--- src/rtl/ex_wb_stage.sv ---
// ex_wb_stage: execute->writeback stage; registers ALU bundles, drives RF write port and flag load,
// splitting MUL/DIV dual results into two RF writes. Define FORWARD_EN to drive the fwd_* bypass.
module ex_wb_stage #(
    parameter int DATA_W = 16,
    parameter int REG_AW = 3,
    parameter int FLAG_W = 16
) (
    input  logic              clk,
    input  logic              reset,
    input  logic              ex_valid,
    output logic              ex_ready,
    input  logic [4:0]        ex_opcode,
    input  logic [REG_AW-1:0] ex_rd,
    input  logic [DATA_W-1:0] ex_result_0,
    input  logic [DATA_W-1:0] ex_result_1,
    input  logic              ex_alu_en,
    input  logic [FLAG_W-1:0] ex_next_flags,
    output logic              rf_we,
    output logic [REG_AW-1:0] rf_waddr,
    output logic [DATA_W-1:0] rf_wdata,
    output logic              flag_we,
    output logic [FLAG_W-1:0] flags_out,
    output logic              fwd_valid,
    output logic [REG_AW-1:0] fwd_addr,
    output logic [DATA_W-1:0] fwd_data
);
    localparam logic [4:0] OP_LBL  = 5'd0,  OP_LBH  = 5'd1,  OP_MOV  = 5'd2,  OP_ADD  = 5'd3;
    localparam logic [4:0] OP_SUB  = 5'd4,  OP_MUL  = 5'd5,  OP_DIV  = 5'd6,  OP_NOT  = 5'd7;
    localparam logic [4:0] OP_AND  = 5'd8,  OP_OR   = 5'd9,  OP_XOR  = 5'd10, OP_INC  = 5'd11;
    localparam logic [4:0] OP_RR   = 5'd13, OP_RL   = 5'd14;
    localparam logic [4:0] OP_SETB = 5'd15, OP_CLRB = 5'd16, OP_CPLB = 5'd17;

    typedef enum logic [1:0] {IDLE, WR_LO, WR_HI} state_t;

    state_t              state;
    logic                dual_q;
    logic [REG_AW-1:0]   rd_q;
    logic [DATA_W-1:0]   res1_q;
    logic                is_rf;
    logic                is_dual;

    assign is_dual = ex_opcode inside {OP_MUL, OP_DIV};
    assign is_rf   = ex_opcode inside {OP_LBL, OP_LBH, OP_MOV, OP_ADD, OP_SUB, OP_NOT, OP_AND,
                                       OP_OR, OP_XOR, OP_INC, OP_RR, OP_RL, OP_SETB, OP_CLRB, OP_CPLB};
    assign ex_ready = !(state == WR_LO && dual_q);

    // Outputs are registered so each state's drive values are ready at the start of its cycle.
    always_ff @(posedge clk) begin
        if (reset) begin
            state     <= IDLE;
            dual_q    <= 1'b0;
            rd_q      <= '0;
            res1_q    <= '0;
            rf_we     <= 1'b0;
            rf_waddr  <= '0;
            rf_wdata  <= '0;
            flag_we   <= 1'b0;
            flags_out <= '0;
        end else if (!ex_ready) begin
            state    <= WR_HI;
            rf_we    <= 1'b1;
            rf_waddr <= rd_q + {{(REG_AW-1){1'b0}}, 1'b1};
            rf_wdata <= res1_q;
            flag_we  <= 1'b0;
        end else if (ex_valid) begin
            state     <= WR_LO;
            dual_q    <= is_dual;
            rd_q      <= ex_rd;
            res1_q    <= ex_result_1;
            rf_we     <= is_rf | is_dual;
            rf_waddr  <= ex_rd;
            rf_wdata  <= ex_result_0;
            flag_we   <= ex_alu_en;
            flags_out <= ex_next_flags;
        end else begin
            state   <= IDLE;
            rf_we   <= 1'b0;
            flag_we <= 1'b0;
        end
    end

`ifdef FORWARD_EN
    assign fwd_valid = rf_we;
    assign fwd_addr  = rf_waddr;
    assign fwd_data  = rf_wdata;
`else
    assign fwd_valid = 1'b0;
    assign fwd_addr  = '0;
    assign fwd_data  = '0;
`endif
endmodule

--- config.mk ---
export PLATFORM = sky130hd
export DESIGN_NAME = ex_wb_stage
export DESIGN_NICKNAME = d
export VERILOG_FILES = /design/src/rtl/ex_wb_stage.sv
export SDC_FILE = /design/constraint.sdc
export NUM_CORES = 1
export LEC_CHECK = 0
export CAP_MARGIN = 25
export CELL_PAD_IN_SITES_DETAIL_PLACEMENT = 0
export CELL_PAD_IN_SITES_GLOBAL_PLACEMENT = 1
export CORE_MARGIN = 3
export CORE_UTILIZATION = 28
export CTS_CLUSTER_DIAMETER = 100
export DETAILED_ROUTE_END_ITERATION = 8
export PLACE_DENSITY_LB_ADDON = 0.1
export REMOVE_ABC_BUFFERS = 1
export SETUP_SLACK_MARGIN = 0.3
export SKIP_LAST_GASP = 1
export SLEW_MARGIN = 10
export SYNTH_ARGS = -nofsm -noshare
export SYNTH_HDL_FRONTEND = slang
export SYNTH_SLANG_ARGS = --single-unit
--- constraint.sdc ---
create_clock -name clk -period 1 [get_ports clk]
set_input_delay 0.15 -clock clk [delete_from_list [all_inputs] [get_ports clk]]
set_output_delay 0.15 -clock clk [all_outputs]
set_load 0.02 [all_outputs]
==> metrics.cfg <==
[power_and_ir_drop]
power.net_switching_w=0.001583
sw_frac_of_total=0.2705
powerDensity_nw_per_um2=1307
p_clk_frac=0.332
total_leakage_power_nw=1.851
irDropWorstVdd_mv=0.5434
internal_power_w=0.004267
seq_power_share=0.448
power.share.combinational=0.220

[drt]
route.final.wire_length_mm=7.525
dr_total_vias=2427
drc=0
avgViaCountPerCell=4.528
detailedRoute.firstPassIterationCount=4
drt_initial_violations=60
routedWlPerCell_um=14.04
drt.antenna.violating_nets=0

[global_routing]
grt-ovfl-total=0
grt_pass1_vias=2345
grt_util_met1=0.1697
grt_max_degree=55
grt_usage=0.1301
grt_first_pass_wirelength_mm=11.71
met3_track_utilization_from_global_routing=0.03974
most_congested_layer_reported_by_global_routing=met2
grt_use_met2=0.2019
antenna_found_initial=0

[worst_hold_path]
min_path_type=input port to register
min_path_cells=3
min_to=rf_wdata[11]$_SDFFE_PP0P_
worstHoldStart=reset

[yosys]
synth_flop_cell=dfxtp_1
synth.top_cells.by_area=dfxtp_1 42%, nand4b_1 11%, o21ai_2 9.2%
postSynthCellCount=288
yosys_register_bits=59
synth_top_area_share=0.4157
synth_area_per_cell_um2=9.866
post-synth-top-count-cell=dfxtp_1
synth_async_sr_flop_share=0
yosysSeqAreaShare=0.4157
post_synth_instance_area_um2=2841
ys_warn_count=0
synth.cells.most_frequent=59 x dfxtp_1, 35 x nand4b_1, 34 x nand2b_1
synth_area_leader_cell=dfxtp_1
synth_cell_types=25
synth-edff-count=0

[place]
portBuffers=97
dp_hpwl_mm=4.799
pre_cts_slack_ns=-0.2410
dpl_cell_area_um2=3975
place_inst=510
globalplace.congestion=0.6861

[setup_path]
cp_top_family=flip-flops
timing.critical_path.slowest_cell_delay_ns=0.29
worstSetupEndpointType=output pin
worst-r2r-cell-count=4
worstPathArrival_ns=1.01
crit_path_class=register to output pin
timing.rr.end=rd_q[0]$_SDFFE_PP0P_
regToRegSetupSlack_ns=-0.15
cp_max_fo=5
critical_path.startpoint_type=register
critical_path_buf_inv_count=1
timing.critical_path.slowest_stage_cell=dfxtp_1
cp_cell_sequence=nand3b_4 > buf_6
crit_required_ns=0.85
r2r_start=state[1]$_SDFF_PP0_

[outcome]
violations=setup timing
outcome=finished, violations left

[sta]
highest_achievable_clock_rate_ghz=0.8586
fin_crit_ns=1.165
setup-violations-final=58
aggregate_negative_setup_slack_ns=-6.109
hold-worst-slack_ns=0.2296
timing_hold_violations_final=0
slew_violations=0
unrepaired_setup_endpoints_after_global_routing=true
share_of_the_cycle_needed_by_the_critical_path_after_routing=1.165
worst_slack_ns=-0.1646
fin_worst_skew_ns=0.006625

[clock_tree]
numClockSinks=59
clockBufferDepth=2
clock_tree_from_tritoncts=done
clk-insertion-delay-late_ns=0.33
cts_buffers=9
cts.reportedPaths.clkPinSlew_ns=0.07
ctsHtreeMaxLevel=3
cts_hold_repair.buffers=0
clockRootBuffer=clkbuf_8

[die]
ios=118
chipWidth_um=106.7
dieArea_um2=11390
core_region_area_um2=9819
rows=36
dieHeight_um=106.7
starting_density_of_the_core=0.2894

[finish]
filler_cell_count=1018
fin_area_um2=4476
antenna_cells_inserted=0
area_growth_syn_to_layout_pct=57.51
layout.cells.non_filler=536
area_used_by_multi_input_combinational_logic_um2=1459
proportion_of_layout_cells_with_a_drive_suffix_above_1=0.4094
ff_latch_area_um2=1227
finalNetCount=459

[run]
max_cap_viol_count=0

[per-layer routing]
layer / vias up / wire length (µm)
met5: - / 0
met4: 0 / 90
met3: 7 / 444
met2: 69 / 3516
met1: 1146 / 3474
li1: 1205 / -
[cell families (layout without fill, tap and decap cells)]
logic type | Yosys count | count (layout) | synth area share
muxes | 19 | 19 | 0.06693
and+or+nand+nor | 98 | 98 | 0.2294
buffers and inverters | 50 | 146 | 0.1136
DFF | 59 | 59 | 0.4157
xor gates and xnor gates | 2 | 2 | 0.006166
other | 1 | 20 | 0.001320
adders and majority gates | 1 | 1 | 0.004403
AOI/OAI and AO/OA | 58 | 58 | 0.1625
[flip-flops by register name (all words and copies together) (netlist names), 2 cells and up]
name and flops:
flags_out 16, res1_q 16, rf_wdata 16, rd_q 3, rf_waddr 3, state 2
[worst max-delay path by stage]
stage                                   start                       end  slack (ns)  cells after the start
after detailed placement  state[1]$_SDFF_PP0_                  ex_ready       -0.24                      2
after CTS                 state[1]$_SDFF_PP0_                  ex_ready       -0.18                      2
after global placement    state[1]$_SDFF_PP0_                  ex_ready       -0.22                      2
after global routing      state[1]$_SDFF_PP0_  rf_wdata[5]$_SDFFE_PP0P_       -0.22                      4
after floorplan           state[1]$_SDFF_PP0_       dual_q$_SDFFE_PP0P_       -1.45                      3
final                     state[1]$_SDFF_PP0_                  ex_ready       -0.16                      2
[cell type report]
cell class | instances | area share
flip-flops and latches | 59 | 0.2743
clock buffers | 14 | 0.03634
multi-input cells | 198 | 0.3260
clock inverters | 2 | 0.002237
well taps | 133 | 0.03718
inverters | 1 | 0.0008387
repair buffers | 129 | 0.3232
[metrics by stage]
step / utilization / power, W
floorplan: - / 0.003127
detailed placement: 0.4048 / 0.003812
global placement: 0.4048 / 0.003813
CTS: 0.4422 / 0.005924
global route: 0.4558 / 0.006152
finish: 0.4558 / 0.005850
[power by group through the flow]
stage / clock network, W / registers, W / logic, W
final: 0.00194 / 0.00262 / 0.00129
after global routing: 0.00213 / 0.00264 / 0.00138
after CTS: 0.00206 / 0.00262 / 0.00125
after detailed placement: 0 / 0.00263 / 0.00118
after global placement: 0 / 0.00263 / 0.00118
after floorplan: 0 / 0.00275 / 0.000382
[repair_timing]
item / 4_1_cts / 5_1_grt
endpoints found under the setup margin: 97 / 97
pin swaps: 14 / 10
buffers inserted: 3 / 4
gates resized for setup: 279 / 13
gates cloned: 1 / 2
[placed cells by master, fill, tap and decap left out]
| cell | instances |
|---|---|
| a211oi_1 | 15 |
| a211oi_2 | 5 |
| a21oi_1 | 1 |
| and2_4 | 1 |
| buf_12 | 9 |
| buf_16 | 1 |
| buf_2 | 2 |
| buf_4 | 14 |
| buf_6 | 42 |
| buf_8 | 2 |
| clkbuf_1 | 3 |
| clkbuf_16 | 2 |
| clkbuf_8 | 11 |
| clkdlybuf4s50_1 | 57 |
| clkinv_2 | 2 |
| conb_1 | 20 |
| dfxtp_1 | 22 |
| dfxtp_2 | 37 |
| ha_1 | 1 |
| inv_1 | 1 |
| mux2i_1 | 19 |
| nand2_1 | 2 |
| nand2b_1 | 34 |
| nand3_1 | 1 |
| nand3b_4 | 1 |
| nand4b_1 | 35 |
| nor2_1 | 22 |
| nor2_2 | 1 |
| nor3b_1 | 1 |
| o21ai_2 | 34 |
| o311ai_0 | 1 |
| o31ai_1 | 1 |
| o31ai_2 | 1 |
| xor2_1 | 2 |
[worst min-delay path: stages]
cell	delay (ns)
buf_2	0.14
buf_12	0.19
a211oi_2	0.04
Note: power is estimated with default switching activity, not from simulation.
